===== src/rtl/sl_receiver_fifo_if.sv =====
// sl_receiver_fifo_if: word FIFO read port (valid/ready).
// master drives m_data/m_err/m_valid; slave drives m_ready.
interface sl_receiver_fifo_if #(
  parameter int MAX_BITS = 32
);
  logic [MAX_BITS-1:0] m_data;
  logic [2:0]          m_err;
  logic                m_valid;
  logic                m_ready;

  modport master (
    output m_data,
    output m_err,
    output m_valid,
    input  m_ready
  );

  modport slave (
    input  m_data,
    input  m_err,
    input  m_valid,
    output m_ready
  );
endinterface


===== src/rtl/sl_receiver_fifo.sv =====
// sl_receiver_fifo: two-wire SL decoder feeding a FWFT word FIFO.
// Ports: clk, rst (sync, high), serial_line_zeroes_a/ones_a (async
// lines), cfg_bit_cnt/cfg_parity_en (latched on first bit), ovf_clr,
// m (word read port: m_data, m_err {LEV,PAR,LEN}, m_valid, m_ready),
// fifo_level, busy, ovf (sticky drop flag).
module sl_receiver_fifo #(
  parameter int MAX_BITS    = 32,
  parameter int FIFO_DEPTH  = 4,
  parameter int STROB_POS   = 8,
  parameter int TIMEOUT     = 64,
  parameter int SYNC_STAGES = 2
) (
  input  logic                          clk,
  input  logic                          rst,
  input  logic                          serial_line_zeroes_a,
  input  logic                          serial_line_ones_a,
  input  logic [5:0]                    cfg_bit_cnt,
  input  logic                          cfg_parity_en,
  input  logic                          ovf_clr,
  sl_receiver_fifo_if.master            m,
  output logic [$clog2(FIFO_DEPTH):0]   fifo_level,
  output logic                          busy,
  output logic                          ovf
);

  localparam int AW   = $clog2(FIFO_DEPTH);
  localparam int EW   = MAX_BITS + 3;
  localparam int CMAX = (TIMEOUT > 2 * STROB_POS) ?
                        TIMEOUT : 2 * STROB_POS;
  localparam int CW   = $clog2(CMAX + 2);

  localparam logic [CW-1:0] C_STROB = CW'(STROB_POS);
  localparam logic [CW-1:0] C_TMO   = CW'(TIMEOUT);
  localparam logic [CW-1:0] C_REC   = CW'(2 * STROB_POS - 1);
  localparam logic [AW:0]   C_DEPTH = (AW + 1)'(FIFO_DEPTH);

  localparam logic [2:0] E_LEV = 3'b100;
  localparam logic [2:0] E_PAR = 3'b010;
  localparam logic [2:0] E_LEN = 3'b001;

  typedef enum logic [2:0] {
    IDLE,
    BIT_CNT,
    BIT_END,
    PUSH,
    RECOVER
  } state_e;

  // synchronisers
  logic [SYNC_STAGES-1:0] sz_q, sz_d;
  logic [SYNC_STAGES-1:0] so_q, so_d;
  logic                   s0, s1, hi;

  always_comb begin
    sz_d = {sz_q[SYNC_STAGES-2:0], serial_line_zeroes_a};
    so_d = {so_q[SYNC_STAGES-2:0], serial_line_ones_a};
  end

  assign s0 = sz_q[SYNC_STAGES-1];
  assign s1 = so_q[SYNC_STAGES-1];
  assign hi = s1 & s0;

  // decoder state
  state_e              state_q, state_d;
  logic [CW-1:0]       cyc_q, cyc_d;
  logic [5:0]          bits_q, bits_d;
  logic [MAX_BITS-1:0] data_q, data_d;
  logic [2:0]          err_q, err_d;
  logic                par_q, par_d;
  logic                pend_q, pend_d;
  logic [5:0]          cfg_bits_q, cfg_bits_d;
  logic                cfg_par_q, cfg_par_d;
  logic                hi_q, hi_d;
  logic                push_req;

  logic [6:0] exp_bits;
  logic [6:0] bits7;
  logic       bit_val;

  assign exp_bits = {1'b0, cfg_bits_q} + {6'b0, cfg_par_q};
  assign bits7    = {1'b0, bits_q};
  assign bit_val  = s0;

  always_comb begin
    state_d    = state_q;
    cyc_d      = cyc_q;
    bits_d     = bits_q;
    data_d     = data_q;
    err_d      = err_q;
    par_d      = par_q;
    pend_d     = pend_q;
    cfg_bits_d = cfg_bits_q;
    cfg_par_d  = cfg_par_q;
    hi_d       = hi;
    push_req   = 1'b0;

    unique case (state_q)
      IDLE: begin
        // only a fresh falling edge starts a bit
        if (!hi && hi_q) begin
          state_d = BIT_CNT;
          cyc_d   = CW'(1);
          if (bits_q == 6'd0) begin
            cfg_bits_d = cfg_bit_cnt;
            cfg_par_d  = cfg_parity_en;
          end
        end else if (bits_q != 6'd0) begin
          if (cyc_q >= C_TMO) begin
            err_d   = E_LEN;
            state_d = PUSH;
          end else begin
            cyc_d = cyc_q + CW'(1);
          end
        end
      end

      BIT_CNT: begin
        cyc_d = cyc_q + CW'(1);
        if (cyc_q == C_STROB) begin
          unique case ({s1, s0})
            2'b10, 2'b01: begin
              if (bits7 >= exp_bits) begin
                err_d   = E_LEN;
                state_d = PUSH;
              end else begin
                if (bits7 < {1'b0, cfg_bits_q}) begin
                  for (int i = 0; i < MAX_BITS; i++) begin
                    if (i == int'(bits_q)) data_d[i] = bit_val;
                  end
                end
                par_d   = par_q ^ bit_val;
                bits_d  = bits_q + 6'd1;
                state_d = BIT_END;
              end
            end
            2'b00: begin
              // clean words push right away; bad ones wait
              // for release so a stuck line can upgrade to LEV
              if (bits7 != exp_bits) begin
                err_d   = E_LEN;
                pend_d  = 1'b1;
                state_d = BIT_END;
              end else if (cfg_par_q && !par_q) begin
                err_d   = E_PAR;
                pend_d  = 1'b1;
                state_d = BIT_END;
              end else begin
                state_d = PUSH;
              end
            end
            2'b11: begin
              err_d   = E_LEV;
              state_d = PUSH;
            end
            default: state_d = IDLE;
          endcase
        end
      end

      BIT_END: begin
        if (hi) begin
          cyc_d   = '0;
          state_d = pend_q ? PUSH : IDLE;
        end else if (cyc_q >= C_TMO) begin
          err_d   = E_LEV;
          state_d = PUSH;
        end else begin
          cyc_d = cyc_q + CW'(1);
        end
      end

      PUSH: begin
        push_req = 1'b1;
        bits_d   = '0;
        data_d   = '0;
        err_d    = '0;
        par_d    = 1'b0;
        pend_d   = 1'b0;
        cyc_d    = '0;
        state_d  = (err_q != 3'b000) ? RECOVER : IDLE;
      end

      RECOVER: begin
        if (hi) begin
          if (cyc_q == C_REC) begin
            cyc_d   = '0;
            state_d = IDLE;
          end else begin
            cyc_d = cyc_q + CW'(1);
          end
        end else begin
          cyc_d = '0;
        end
      end

      default: state_d = IDLE;
    endcase
  end

  // FIFO
  logic [EW-1:0] mem_q [FIFO_DEPTH];
  logic [EW-1:0] mem_d [FIFO_DEPTH];
  logic [AW-1:0] wr_q, wr_d;
  logic [AW-1:0] rd_q, rd_d;
  logic [AW:0]   cnt_q, cnt_d;
  logic          ovf_q, ovf_d;
  logic          valid, full, pop, do_push, drop;

  assign valid   = cnt_q != '0;
  assign full    = cnt_q == C_DEPTH;
  assign pop     = valid && m.m_ready;
  assign do_push = push_req && (!full || pop);
  assign drop    = push_req && full && !pop;

  always_comb begin
    mem_d = mem_q;
    if (do_push) mem_d[wr_q] = {err_q, data_q};
    wr_d  = wr_q + AW'(do_push);
    rd_d  = rd_q + AW'(pop);
    cnt_d = cnt_q;
    unique case ({do_push, pop})
      2'b10:   cnt_d = cnt_q + (AW + 1)'(1);
      2'b01:   cnt_d = cnt_q - (AW + 1)'(1);
      default: cnt_d = cnt_q;
    endcase
    // a drop wins over a simultaneous clear
    ovf_d = drop | (ovf_q & ~ovf_clr);
  end

  assign m.m_valid  = valid;
  assign m.m_data   = valid ? mem_q[rd_q][MAX_BITS-1:0] : '0;
  assign m.m_err    = valid ? mem_q[rd_q][EW-1:MAX_BITS] : '0;
  assign fifo_level = cnt_q;
  assign ovf        = ovf_q;
  assign busy       = (state_q != IDLE) || (bits_q != 6'd0);

  always_ff @(posedge clk) begin
    mem_q <= mem_d;
  end

  always_ff @(posedge clk) begin
    if (rst) begin
      sz_q       <= '1;
      so_q       <= '1;
      state_q    <= IDLE;
      cyc_q      <= '0;
      bits_q     <= '0;
      data_q     <= '0;
      err_q      <= '0;
      par_q      <= 1'b0;
      pend_q     <= 1'b0;
      cfg_bits_q <= '0;
      cfg_par_q  <= 1'b0;
      hi_q       <= 1'b1;
      wr_q       <= '0;
      rd_q       <= '0;
      cnt_q      <= '0;
      ovf_q      <= 1'b0;
    end else begin
      sz_q       <= sz_d;
      so_q       <= so_d;
      state_q    <= state_d;
      cyc_q      <= cyc_d;
      bits_q     <= bits_d;
      data_q     <= data_d;
      err_q      <= err_d;
      par_q      <= par_d;
      pend_q     <= pend_d;
      cfg_bits_q <= cfg_bits_d;
      cfg_par_q  <= cfg_par_d;
      hi_q       <= hi_d;
      wr_q       <= wr_d;
      rd_q       <= rd_d;
      cnt_q      <= cnt_d;
      ovf_q      <= ovf_d;
    end
  end

endmodule


===== src/flat_wrapper.sv =====
// flat-port wrapper written by rule: the top's interface ports become plain ports
module sl_receiver_fifo_flat 
#(
  parameter int MAX_BITS    = 32,
  parameter int FIFO_DEPTH  = 4,
  parameter int STROB_POS   = 8,
  parameter int TIMEOUT     = 64,
  parameter int SYNC_STAGES = 2
)
  (clk, rst, serial_line_zeroes_a, serial_line_ones_a, cfg_bit_cnt, cfg_parity_en, ovf_clr, fifo_level, busy, ovf, m_m_data, m_m_err, m_m_valid, m_m_ready);
  sl_receiver_fifo_if #(.MAX_BITS(MAX_BITS)) m_i ();
  input  logic clk;
  input  logic rst;
  input  logic serial_line_zeroes_a;
  input  logic serial_line_ones_a;
  input  logic [5:0] cfg_bit_cnt;
  input  logic cfg_parity_en;
  input  logic ovf_clr;
  output logic [$clog2(FIFO_DEPTH):0] fifo_level;
  output logic busy;
  output logic ovf;
  output wire logic [$bits(m_i.m_data)-1:0] m_m_data;
  output wire logic [$bits(m_i.m_err)-1:0] m_m_err;
  output wire logic [$bits(m_i.m_valid)-1:0] m_m_valid;
  input wire logic [$bits(m_i.m_ready)-1:0] m_m_ready;
  assign m_m_data = m_i.m_data;
  assign m_m_err = m_i.m_err;
  assign m_m_valid = m_i.m_valid;
  assign m_i.m_ready = m_m_ready;
  sl_receiver_fifo #(.MAX_BITS(MAX_BITS), .FIFO_DEPTH(FIFO_DEPTH), .STROB_POS(STROB_POS), .TIMEOUT(TIMEOUT), .SYNC_STAGES(SYNC_STAGES)) u_core (.clk(clk), .rst(rst), .serial_line_zeroes_a(serial_line_zeroes_a), .serial_line_ones_a(serial_line_ones_a), .cfg_bit_cnt(cfg_bit_cnt), .cfg_parity_en(cfg_parity_en), .ovf_clr(ovf_clr), .m(m_i), .fifo_level(fifo_level), .busy(busy), .ovf(ovf));
endmodule

===== config.mk =====
export PLATFORM = sky130hd
export DESIGN_NAME = sl_receiver_fifo_flat
export DESIGN_NICKNAME = d
export VERILOG_FILES = /design/src/rtl/sl_receiver_fifo_if.sv /design/src/rtl/sl_receiver_fifo.sv /design/src/flat_wrapper.sv
export SDC_FILE = /design/constraint.sdc
export NUM_CORES = 1
export LEC_CHECK = 0
export BUFFER_PORTS_ARGS = -buffer_cell sky130_fd_sc_hd__buf_2
export CORE_ASPECT_RATIO = 1.2
export CORE_UTILIZATION = 30
export CTS_CLUSTER_SIZE = 16
export DETAILED_ROUTE_END_ITERATION = 8
export PLACE_DENSITY_LB_ADDON = 0.15
export REMOVE_ABC_BUFFERS = 1
export SETUP_SLACK_MARGIN = 0.05
export SYNTH_ARGS = -nofsm -noshare
export SYNTH_HDL_FRONTEND = slang
export SYNTH_SLANG_ARGS = --single-unit

===== constraint.sdc =====
create_clock -name clk -period 5.1 [get_ports clk]
set_clock_uncertainty 0.05 [all_clocks]
set_input_delay 0.255 -clock clk [delete_from_list [all_inputs] [get_ports clk]]
set_output_delay 0.255 -clock clk [all_outputs]
set_load 0.1 [all_outputs]

# Word-level counts from Yosys, hierarchy flattened
# Index checks and enable logic that the tools add are counted.
[totals] register_bits=213 in_bits=13 out_inout_bits=41 elab_cells=319
[op_classes] add_sub_neg=7 magnitude_cmp=6 n_eq_ne=92 muxes=92 bitwise_logic=7 n_reduce_logical=64
[op_table] operator="$reduce_and 6->1" count=32
[op_table] operator="$mux 32" count=5
[op_table] operator="$bwmux 140" count=1
[op_table] operator="$mux 35" count=3
[op_table] operator="$eq 6x6->1 const A" count=16
[op_table] operator="$ne 2x1->1 const B" count=40
[op_table] operator="$bmux 35 s2" count=1
[op_table] operator="$demux 35 s2" count=1
[op_table] operator="$pmux 32 s2" count=1
[op_table] operator="$mux 3" count=19
[op_table] operator="$eq 5x6->1 const A" count=8
[op_table] operator="$mux 1" count=42
[op_table] operator="$mux 7" count=6
[op_table] operator="$pmux 7 s5" count=1
[op_table] operator="$eq 4x6->1 const A" count=4
[op_table] operator="$mux 6" count=3
[op_table] operator="$pmux 3 s3" count=2
[op_table] operator="$pmux 3 s5" count=1
[op_table] operator="$eq 7x4->1 const B" count=2
[op_table] operator="$eq 3x6->1 const A" count=2
[op_table] operator="$logic_not 6->1" count=2
[op_table] operator="$pmux 3 s4" count=1
[op_table] operator="$pmux 6 s2" count=1
[op_table] operator="$reduce_and 4->1" count=3
[op_table] operator="44 further kinds" count=71

# Depth between registers and ports, before layout
# Gate-level depths: netlist of run 1.
[depth] depth_word=7 mapped_depth=12 ltp_nobuf=11

# Worst setup path before layout of run 1
# Ideal clock, no wire load.
[synth_path] path_kind="register to register" startpoint="register u_core.cnt_q[0] (netlist: u_core.fifo_level[0])" endpoint="register u_core.mem_q[35] (netlist bit), enable pin" setup_time_ns=0.478 arrival_time_ns=4.223 required_time_ns=4.572 path_slack_ns=0.349 path_stages_with_launch=4 path_buffers=0 synth_period_minus_slack_ns=4.751 path_cell_list="dfxtp_1 -> nor4b_1 -> or3_1 -> nor3b_1"
[synth_between] elab_chain_len=4 elab_cells_between_ends=6 cone_classes="eq/ne: 1; reduce/logical: 5"
[synth_rtl] item="start: declaration" line="sl_receiver_fifo.sv:205" source="logic [AW:0] cnt_q, cnt_d;"
[synth_rtl] item="start signal: assignment" line="sl_receiver_fifo.sv:274" source="cnt_q <= cnt_d;"
[synth_rtl] item="$eq 3x3->1 / $reduce_bool 3->1 (equally long branches)" line="sl_receiver_fifo.sv:210, sl_receiver_fifo.sv:209"
[synth_rtl] item="$logic_not 1->1 / $logic_and 1x1->1 (equally long branches)" line="sl_receiver_fifo.sv:212, sl_receiver_fifo.sv:211"
[synth_rtl] item="$logic_or 1x1->1 (*)" line="sl_receiver_fifo.sv:212" source="assign do_push = push_req && (!full || pop);"
[synth_rtl] item="$logic_and 1x1->1 (*)" line="sl_receiver_fifo.sv:212"
[synth_rtl] item="end signal: assignment" line="sl_receiver_fifo.sv:238" source="mem_q <= mem_d;"
[synth_rtl] item="end: declaration" line="sl_receiver_fifo.sv:201" source="logic [EW-1:0] mem_q [FIFO_DEPTH];"
# Mark *: on every way between the ends. The rest lies on a longest branch, timed or not.
# A chain may end at the register's enable or synchronous reset.

# Final worst setup path of run 1
[layout_path] startpoint="register u_core.cfg_par_q" endpoint="register u_core.data_q[4]"
[layout_between] elab_chain_len=4
[layout_rtl] item="start: declaration" line="sl_receiver_fifo.sv:72" source="logic cfg_par_q, cfg_par_d;"
[layout_rtl] item="start signal: assignment" line="sl_receiver_fifo.sv:270" source="cfg_par_q <= cfg_par_d;"
[layout_rtl] item="$add 6x1->7" line="sl_receiver_fifo.sv:80" source="assign exp_bits = {1'b0, cfg_bits_q} + {6'b0, cfg_par_q};"
[layout_rtl] item="$ge 6x7->1" line="sl_receiver_fifo.sv:122" source="if (bits7 >= exp_bits) begin"
[layout_rtl] item="$ne 2x2->1 (no line)"
[layout_rtl] item="$reduce_and 6->1 (no line)"
[layout_rtl] item="end signal: assignment" line="sl_receiver_fifo.sv:265" source="data_q <= data_d;"
[layout_rtl] item="end: declaration" line="sl_receiver_fifo.sv:67" source="logic [MAX_BITS-1:0] data_q, data_d;"
# Every way passes these cells.

==> out/qor.csv, run 1 <==
metric,value,unit
status,"finished, violations left",
violated checks,design-rule violations,
type of the tightest min-delay check,in2reg,
Clock Tree Root,sky130_fd_sc_hd__clkbuf_16,
weighted congestion at the end of routability-driven global placement,0.764,
ys async rst share,0,
WL per Instance,17.6,um
most instantiated library cell after synthesis,sky130_fd_sc_hd__edfxtp_1,
net switching power,0.769,mW
kind of start point of the critical path,register,
Hold Slack,0.0775,ns
CP Max Fanout,31,
# nets final,848,
DRC Markers,6,
"Data required, critical path",5.43,ns
top post-synthesis cells by count,"140 x sky130_fd_sc_hd__edfxtp_1, 79 x sky130_fd_sc_hd__nor2b_1, 73 x sky130_fd_sc_hd__dfxtp_1",
Worst R2R Setup Slack,1.71,ns
number of maximum-capacitance constraint violations,0,
TritonCTS clock tree,built,
sort of element at the end of the critical path,register,
GR Util All Layers,0.133,
post-detailed-routing wire length,21600,um
Synth Register Bits,213,
largest buffer count on any clock path,3,
post-layout min period,3.39,ns
worst rel slew slack,0.428,
library cell occupying the most area in the post-synthesis netlist,sky130_fd_sc_hd__edfxtp_1,
"post-synthesis share of cell area spent on and, or, nand and nor gates",0.128,
compound-gate portion of the synthesized area,0.122,
switching share of total power,0.211,
dominant combinational cell family by area after synthesis,simple AND/OR/NAND/NOR gates,
Post-Synthesis Cell Area,9660,um^2
portion of total power attributed to sequential cells,0.503,
Pleak,4.02,nW
number of flops mapped to enable cells by yosys,140,
first-pass GRT wire length,34500,um
critical path class,reg2reg,
HP Start,rst,
source of the worst register-to-register timing path,u_core.cfg_par_q,
Final Hold Fails,0,
clock tree sinks,213,
Worst Reg-to-Reg Cells,12,
Gate Count Post-Synth,746,
RSZ-0062 raised after global routing,false,
slew of the pin with the lowest slew margin,0.853,ns
largest net degree at the start of global routing,67,
fraction of layout cells with a size suffix above 1,0.238,
number of global-route vias before repair,5930,
Internal Dissipation,2.87,mW
clock latency of the later-clocked register in the worst-skew pair,0.51,ns
Initial DRT Pass Iterations,6,
post-synthesis mux area share,0.0914,
Clk network pwr share,0.457,
initial DRC count,347,
fraction of the cycle the final worst path needs,0.665,
# port buffers,53,
combinational fraction of design power,0.039,
Synth Area in XOR/XNOR,0.00997,
area share of the largest cell type after synthesis,0.435,
Synth cell types,69,
number of clock buffers inserted by TritonCTS,24,
portion of the post-synthesis area used by sequential elements,0.586,
pins over their slew limit,0,
area of the placeable core,31500,um^2
antenna diode count,0,
Post-Synth Adder-Cell Area,0.0344,
Layout Area Growth over Synthesis,16.1,%
area of the die,32900,um^2
biggest area contributors in the synthesized netlist,"sky130_fd_sc_hd__edfxtp_1 44%, sky130_fd_sc_hd__dfxtp_1 15%, sky130_fd_sc_hd__mux4_2 8.2%",
fmax,0.295,GHz
antenna violations before repair,0,
count of instances resized after the clock tree is built,0,
count of boundary I/O pins,54,
per-instance average area after synthesis,13.0,um^2
Detail Route Antenna Nets,0,
Worst EP arrival,3.72,ns
maximum resistive drop on vdd,0.000179,V
deepest level of the CTS H-tree,1,
Yosys warning count,0,
end point of the most critical hold path,u_core.bits_q[3],
number of vias after detailed routing,5920,
Starting Density,0.306,
Cell Rows,71,
via count normalized by instance count,4.82,
Power Density,325,nW/um^2
Worst-path clk slew,0.06,ns
Detail Placement HPWL,13600,um
Reg2Reg Capture Point,u_core.data_q[4],
die boundary height,199,um
width of the die,166,um
most instantiated flip-flop cell in the synthesis netlist,sky130_fd_sc_hd__edfxtp_1,
global-route congestion overflow total,0,
Min-Delay Path Depth,4,
setup TNS,0,ns
total of endpoints with negative setup slack in the final report,0,
[state kept, by name (all words and copies together) (netlist names), 2 cells and up]
signal / count
u_core.mem_q: 140
u_core.cyc_q: 7
u_core.fifo_level: 3
u_core.bits_q: 6
u_core.so_q: 2
u_core.data_q: 32
u_core.wr_q: 2
u_core.sz_q: 2
u_core.state_q: 3
u_core.rd_q: 2
u_core.err_q: 3
u_core.cfg_bits_q: 6
[area by class of cell]
cell class,instances,area [um^2]
clock inverter,10,98.8
sequential,213,5670
timing repair buffer,75,455
fill,3097,20300
multi-input combinational,471,3750
tap,401,502
inverter,24,90.1
clock buffer,33,656
[routing by layer]
layer,part of all wire,up-vias,global-route usage,wire length [um]
li1,-,2906,-,-
met2,0.50,88,0.235,10800
met1,0.45,2906,0.171,9770
met4,0.011,0,0.0298,244
met5,0,-,0,0
met3,0.037,20,0.0215,790
[cells in the final DEF (no fill, tap or decap), types with 5 or more instances in the layout]
| cell | Yosys | layout |
|---|---|---|
| sky130_fd_sc_hd__nor4_1 | 5 | 5 |
| sky130_fd_sc_hd__buf_2 | 11 | 53 |
| sky130_fd_sc_hd__clkbuf_1 | 21 | 8 |
| sky130_fd_sc_hd__edfxtp_1 | 140 | 140 |
| sky130_fd_sc_hd__o21ai_0 | 45 | 45 |
| sky130_fd_sc_hd__nand3_1 | 14 | 14 |
| sky130_fd_sc_hd__clkbuf_16 | 0 | 25 |
| sky130_fd_sc_hd__dfxtp_1 | 73 | 71 |
| sky130_fd_sc_hd__nor3_1 | 9 | 7 |
| sky130_fd_sc_hd__mux2i_1 | 8 | 8 |
| sky130_fd_sc_hd__a21oi_1 | 60 | 60 |
| sky130_fd_sc_hd__nand2b_1 | 8 | 8 |
| sky130_fd_sc_hd__inv_1 | 23 | 23 |
| sky130_fd_sc_hd__a21o_1 | 5 | 5 |
| sky130_fd_sc_hd__nand4_1 | 5 | 5 |
| sky130_fd_sc_hd__or2_2 | 7 | 7 |
| sky130_fd_sc_hd__nor2b_1 | 79 | 79 |
| sky130_fd_sc_hd__dlygate4sd3_1 | 0 | 10 |
| sky130_fd_sc_hd__buf_4 | 0 | 12 |
| sky130_fd_sc_hd__ha_1 | 25 | 25 |
| sky130_fd_sc_hd__nor2_1 | 35 | 34 |
| sky130_fd_sc_hd__mux4_2 | 35 | 35 |
| sky130_fd_sc_hd__xnor2_1 | 9 | 9 |
| sky130_fd_sc_hd__nand2_1 | 25 | 25 |
| sky130_fd_sc_hd__a21oi_2 | 31 | 31 |
[power by group through the flow]
stage / logic [mW] / registers [mW] / clock network, mW
after global placement: 0.138 / 1.87 / 0
after CTS: 0.143 / 1.83 / 1.72
after global routing: 0.157 / 1.83 / 1.79
final: 0.143 / 1.83 / 1.67
after floorplan: 0.0981 / 1.87 / 0
after detailed placement: 0.137 / 1.87 / 0
[timing repair]
action	4_1_cts	5_1_grt
hold buffers	10	0
setup buffers	0	0
endpoints found under the hold margin	10	0
[cell families after synthesis]
family                     count (synthesis)
buffers and inverters                     62
AOI/OAI and AO/OA                        178
and+or+nand+nor                          212
DFF                                      213
adders and majority gates                 26
muxes                                     44
xor gates and xnor gates                  11
[worst max path at each step]
stage / startpoint / to / slack (ns) / depth (start not counted)
finish: u_core.cfg_par_q / u_core.data_q[4] / 1.71 / 12
global route: u_core.state_q[1] / u_core.mem_q[89] / 1.49 / 6
CTS: u_core.state_q[1] / u_core.mem_q[89] / 1.68 / 6
detailed placement: u_core.state_q[1] / u_core.mem_q[89] / 1.69 / 6
global placement: u_core.state_q[1] / u_core.mem_q[101] / 1.77 / 6
floorplan: u_core.fifo_level[0] / u_core.mem_q[35] / 0.35 / 3
[per-stage QoR]
stage	worst slack [ns]	utilization	area (um^2)	total power, mW	cells
final	1.71	0.356	11200	3.64	1227
after CTS	1.68	0.356	11200	3.69	1227
after detailed placement	1.69	0.329	10400	2.01	1174
after floorplan	0.349	-	9490	1.97	708
after global routing	1.49	0.356	11200	3.78	1227
after global placement	1.77	0.329	10400	2.01	1174
[worst max-delay path, stage by stage, from the launching register on]
cell	delay (ns)
sky130_fd_sc_hd__dfxtp_1	0.38
sky130_fd_sc_hd__ha_1	0.17
sky130_fd_sc_hd__ha_1	0.19
sky130_fd_sc_hd__nand3_2	0.13
sky130_fd_sc_hd__xnor2_1	0.15
sky130_fd_sc_hd__ha_1	0.32
sky130_fd_sc_hd__and3_4	0.20
sky130_fd_sc_hd__o21ai_2	0.06
sky130_fd_sc_hd__a311oi_4	0.64
sky130_fd_sc_hd__nor4b_4	0.13
sky130_fd_sc_hd__nor3b_4	0.20
sky130_fd_sc_hd__buf_4	0.48
sky130_fd_sc_hd__a21oi_1	0.13
(Power assumes the default switching activity.)
==> run 2: changes to the inputs <==
- clock period: 5.1 -> 3.1 ns (I/O delays scaled with it)
==> run 2 against run 1 <==
Compared with the run above:
- the run still ends with design-rule violations left
- power increased by 59%
- core utilization increased by 0.82 points
- non-clock buffer count rose by 19
- critical endpoint is now u_core.data_q[28]
- largest power group unchanged
==> out/qor.csv, run 2 (synthesized netlist as in run 1, its figures left out) <==
metric,value,unit
status,"finished, violations left",
violated checks,design-rule violations,
fmax,0.344,GHz
die boundary height,199,um
width of the die,166,um
DRC Markers,6,
fraction of layout cells with a size suffix above 1,0.260,
kind of start point of the critical path,register,
highest-count cells in the layout ignoring fill and taps,"140 x sky130_fd_sc_hd__edfxtp_1, 79 x sky130_fd_sc_hd__nor2b_1, 69 x sky130_fd_sc_hd__dfxtp_1, 58 x sky130_fd_sc_hd__a21oi_1, 53 x sky130_fd_sc_hd__buf_2",
RSZ-0062 raised after global routing,true,
total of endpoints with negative setup slack in the final report,0,
post-route cell area,11500,um^2
number of vias after detailed routing,6067,
number of flip-flops in the largest register,140,
critical path class,reg2reg,
pins over their slew limit,0,
Worst-path clk slew,0.06,ns
largest net degree at the start of global routing,66,
global-route congestion overflow total,0,
Hold Slack,0.174,ns
Detail Route Antenna Nets,0,
antenna violations before repair,0,
TritonCTS clock tree,built,
fraction of the cycle the final worst path needs,0.938,
area of the placeable core,31500,um^2
number of placed instances with taps included,1183,
number of clock buffers inserted by TritonCTS,23,
worst rel slew slack,0.414,
deepest level of the CTS H-tree,1,
Detail Placement HPWL,13200,um
largest buffer count on any clock path,3,
post-detailed-routing wire length,21900,um
maximum resistive drop on vdd,0.000254,V
sort of element at the end of the critical path,register,
WL per Instance,17.6,um
Placed Area,10500,um^2
count of boundary I/O pins,54,
post-layout min period,2.91,ns
type of the tightest min-delay check,in2reg,
Worst EP arrival,3.24,ns
via count normalized by instance count,4.88,
Power Density,506,nW/um^2
first-pass GRT wire length,35000,um
Worst R2R Setup Slack,0.19,ns
slew of the pin with the lowest slew margin,0.875,ns
Pleak,4.12,nW
# port buffers,53,
area of the die,32900,um^2
weighted congestion at the end of routability-driven global placement,0.774,
number of maximum-capacitance constraint violations,0,
Initial DRT Pass Iterations,6,
Final Hold Fails,0,
Starting Density,0.306,
Layout Area Growth over Synthesis,18.8,%
power after layout,5.81,mW
Reg with most FFs,u_core.mem_q,
"Data required, critical path",3.43,ns
setup TNS,0,ns
Clock Tree Root,sky130_fd_sc_hd__clkbuf_16,
clock latency of the later-clocked register in the worst-skew pair,0.50,ns
CP Max Fanout,8,
GR Util All Layers,0.134,
Top Registers,"u_core.mem_q: 140 flops, u_core.data_q: 32 flops, u_core.cyc_q: 7 flops",
clock tree sinks,213,
Cell Rows,71,
antenna diode count,0,
Finished Layout Cells,1244,
initial DRC count,348,
number of global-route vias before repair,6200,
"most common cell after layout, fill and taps aside",sky130_fd_sc_hd__edfxtp_1,
# nets final,867,
[run 2: where the power goes]
part           total [mW]  switching, mW  leakage [nW]  internal [mW]
clock network        2.53           1.05         0.332           1.48
logic               0.260          0.159          1.74          0.101
registers            3.01         0.0117          2.05           3.00
[run 2: cell type report]
cell class / count / area, um^2
clock buffer: 34 / 627
clock inverter: 6 / 57.6
fill: 3081 / 20100
inverter: 24 / 90.1
multi-input combinational: 472 / 3790
sequential: 213 / 5670
tap: 401 / 502
timing repair buffer: 94 / 743
[run 2: worst paths after layout]
kind | from | to | cells past startpoint
max | u_core.cfg_par_q | u_core.data_q[28] | 13
min | m_m_ready | u_core.ovf | 5
max reg2reg | u_core.cfg_par_q | u_core.data_q[28] | 13
min reg2reg | u_core.sz_q[0] | u_core.sz_q[1] | 1
[run 2: per-layer routing]
layer	part of all wire	vias to the layer above	GRT usage	wire, um
li1	-	2959	-	-
met1	0.46	2976	0.169	10000
met2	0.49	108	0.241	10800
met3	0.032	24	0.0171	696
met4	0.018	0	0.0363	388
met5	0	-	0	0
[run 2: critical path, stage by stage, from the launching register on]
cell                        delay (ns)
sky130_fd_sc_hd__dfxtp_2          0.32
sky130_fd_sc_hd__ha_1             0.14
sky130_fd_sc_hd__ha_2             0.21
sky130_fd_sc_hd__nand3_4          0.09
sky130_fd_sc_hd__xnor2_1          0.14
sky130_fd_sc_hd__ha_1             0.32
sky130_fd_sc_hd__and3_4           0.20
sky130_fd_sc_hd__o21ai_2          0.06
sky130_fd_sc_hd__a311oi_4         0.49
sky130_fd_sc_hd__nor4b_4          0.13
sky130_fd_sc_hd__nor3b_4          0.23
sky130_fd_sc_hd__buf_4            0.17
sky130_fd_sc_hd__clkbuf_16        0.16
sky130_fd_sc_hd__a21oi_2          0.05
[run 2: timing repair]
action	in CTS	in global routing
setup buffers	0	6
endpoints found under the setup margin	0	33
gates resized for setup	0	8
hold buffers	11	0
endpoints found under the hold margin	11	0
[run 2: per-stage QoR]
step	util	worst slack, ns
final	0.364	0.194
after global routing	0.364	0.0339
after CTS	0.359	0.115
after detailed placement	0.334	0.127
after global placement	0.334	0.154
after floorplan	-	-1.65
==> run 3: changes to the inputs <==
- SETUP_SLACK_MARGIN: 0.05 -> 0.4
==> run 3 against run 2 <==
Compared with the run above:
- the run still ends with design-rule violations left
- non-clock buffer count rose by 22
- core utilization rose by 1.4 points
- die area did not move
- routed wire length rose by 2.1%
- combinational power rose by 23%
- critical path type unchanged
- sequential cell count did not move
- final area rose by 3.8%
- worst setup slack improved by 0.070 ns
- via count rose by 2.0%
- cell count rose by 1.7%
==> out/qor.csv, run 3 (synthesized netlist as in run 1, its figures left out) <==
metric,value,unit
area of the die,32900,um^2
clock latency of the later-clocked register in the worst-skew pair,0.50,ns
met1 usage,0.172,
deepest level of the CTS H-tree,1,
pins over their slew limit,0,
Worst Setup Slack post-DPL,0.127,ns
Initial DRT Pass Iterations,7,
count of boundary I/O pins,54,
global-route track usage on met3,0.0183,
Top Registers,"u_core.mem_q: 140 flops, u_core.data_q: 32 flops, u_core.cyc_q: 7 flops",
fraction of the cycle the final worst path needs,0.915,
Clock Tree Root,sky130_fd_sc_hd__clkbuf_16,
RSZ-0062 raised after global routing,true,
highest-count cells in the layout ignoring fill and taps,"140 x sky130_fd_sc_hd__edfxtp_1, 79 x sky130_fd_sc_hd__nor2b_1, 66 x sky130_fd_sc_hd__dfxtp_1, 52 x sky130_fd_sc_hd__buf_2, 47 x sky130_fd_sc_hd__a21oi_2",
Hold Slack,0.162,ns
# nets final,888,
die boundary height,199,um
number of maximum-capacitance constraint violations,0,
antenna diode count,0,
area of the placeable core,31500,um^2
weighted congestion at the end of routability-driven global placement,0.774,
Power Density,493,nW/um^2
Final Hold Fails,0,
fraction of layout cells with a size suffix above 1,0.316,
# port buffers,53,
type of the tightest min-delay check,in2reg,
count of filler cells inserted in the layout,3051,
number of flip-flops in the largest register,140,
number of placed instances with taps included,1183,
antenna violations before repair,0,
largest net degree at the start of global routing,66,
maximum resistive drop on vdd,0.000258,V
global-route congestion overflow total,0,
Layout Area Growth over Synthesis,23.3,%
kind of start point of the critical path,register,
Pleak,4.29,nW
"Slowest-stage cell, CP",sky130_fd_sc_hd__dfxtp_4,
Reg with most FFs,u_core.mem_q,
DRC Markers,4,
worst setup slack after layout,0.264,ns
post-route cell area,11900,um^2
"Data required, critical path",3.42,ns
post-layout min period,2.84,ns
Placed Area,10500,um^2
critical path class,reg2reg,
Worst EP arrival,3.16,ns
"most common cell after layout, fill and taps aside",sky130_fd_sc_hd__edfxtp_1,
slew of the pin with the lowest slew margin,0.751,ns
met2 Resource Use GR,0.247,
CP Max Fanout,8,
number of vias after detailed routing,6188,
cells along the critical path,ha_4 > ha_4 > nand3_4 > xnor2_2 > ha_4 > and3_4 > nand4_1 > a22oi_4 > buf_6 > o31ai_4 > nor3b_4 > buf_4 > buf_6 > buf_12 > a21oi_2,
width of the die,166,um
first-pass GRT wire length,36000,um
worst rel slew slack,0.499,
status,"finished, violations left",
Finished Layout Cells,1265,
post-detailed-routing wire length,22300,um
Worst-path clk slew,0.06,ns
Crit path top cell by count,sky130_fd_sc_hd__ha_4,
Starting Density,0.306,
total of endpoints with negative setup slack in the final report,0,
Detail Route Antenna Nets,0,
violated checks,design-rule violations,
clock tree sinks,213,
TritonCTS clock tree,built,
sort of element at the end of the critical path,register,
fmax,0.353,GHz
number of clock buffers inserted by TritonCTS,23,
initial DRC count,291,
most used routing layer in global routing,met2,
Cell Rows,71,
via count normalized by instance count,4.89,
GR Util All Layers,0.139,
Detail Placement HPWL,13200,um
number of global-route vias before repair,6393,
largest buffer count on any clock path,3,
WL per Instance,17.6,um
largest incremental delay on the critical path,0.36,ns
-- run 3: layout make-up --
class | count | area (um^2) | area share
timing repair buffer | 116 | 990 | 0.0831
clock inverter | 6 | 57.6 | 0.00483
inverter | 24 | 90.1 | 0.00756
multi-input combinational | 471 | 3970 | 0.333
tap | 401 | 502 | 0.0421
clock buffer | 34 | 627 | 0.0526
sequential | 213 | 5680 | 0.477
-- run 3: layer usage --
| layer | share of wire | up-vias | wire length [um] |
|---|---|---|---|
| li1 | - | 3002 | - |
| met1 | 0.45 | 3032 | 9940 |
| met2 | 0.49 | 121 | 11000 |
| met3 | 0.036 | 33 | 793 |
| met4 | 0.028 | 0 | 618 |
| met5 | 0 | - | 0 |
-- run 3: critical path: cells and delay by family, from the launching register on --
| family | cells | cell delay (ns) |
|---|---|---|
| compound gates | 3 | 0.38 |
| xor+xnor | 1 | 0.20 |
| fa+ha+maj | 3 | 0.52 |
| buf+inv | 4 | 0.55 |
| flops | 1 | 0.36 |
| simple gates | 4 | 0.65 |
-- run 3: worst paths after layout --
path	from	end	slack (ns)	depth (start not counted)
worst min register to register	u_core.sz_q[0]	u_core.sz_q[1]	0.36	1
worst max-delay path	u_core.cfg_par_q	u_core.data_q[7]	0.26	15
worst max register to register	u_core.cfg_par_q	u_core.data_q[7]	0.26	15
worst min-delay path	m_m_ready	u_core.ovf	0.16	5
-- run 3: through the flow --
| step | setup TNS [ns] | total power [mW] | utilization |
|---|---|---|---|
| 6_report | 0 | 5.87 | 0.378 |
| 5_1_grt | 0 | 6.09 | 0.378 |
| 4_1_cts | 0 | 5.95 | 0.373 |
| 3_5_place_dp | 0 | 3.31 | 0.334 |
| 3_3_place_gp | 0 | 3.31 | 0.334 |
| 2_1_floorplan | -184.26 | 3.23 | - |
-- run 3: repair_timing --
| action | in CTS | in global routing |
|---|---|---|
| pin swaps | 17 | 16 |
| buffers inserted | 22 | 5 |
| resized for setup | 43 | 25 |
| endpoints found under the hold margin | 11 | 0 |
| endpoints found under the setup margin | 40 | 46 |
| hold buffers | 11 | 0 |
| gates cloned | 4 | 0 |
-- run 3: report_power, final --
part           switching (mW)  internal, mW  total [mW]
Combinational           0.173         0.145       0.319
Sequential             0.0134          3.00        3.02
Clock                    1.06          1.48        2.54
Total                    1.25          4.62        5.87
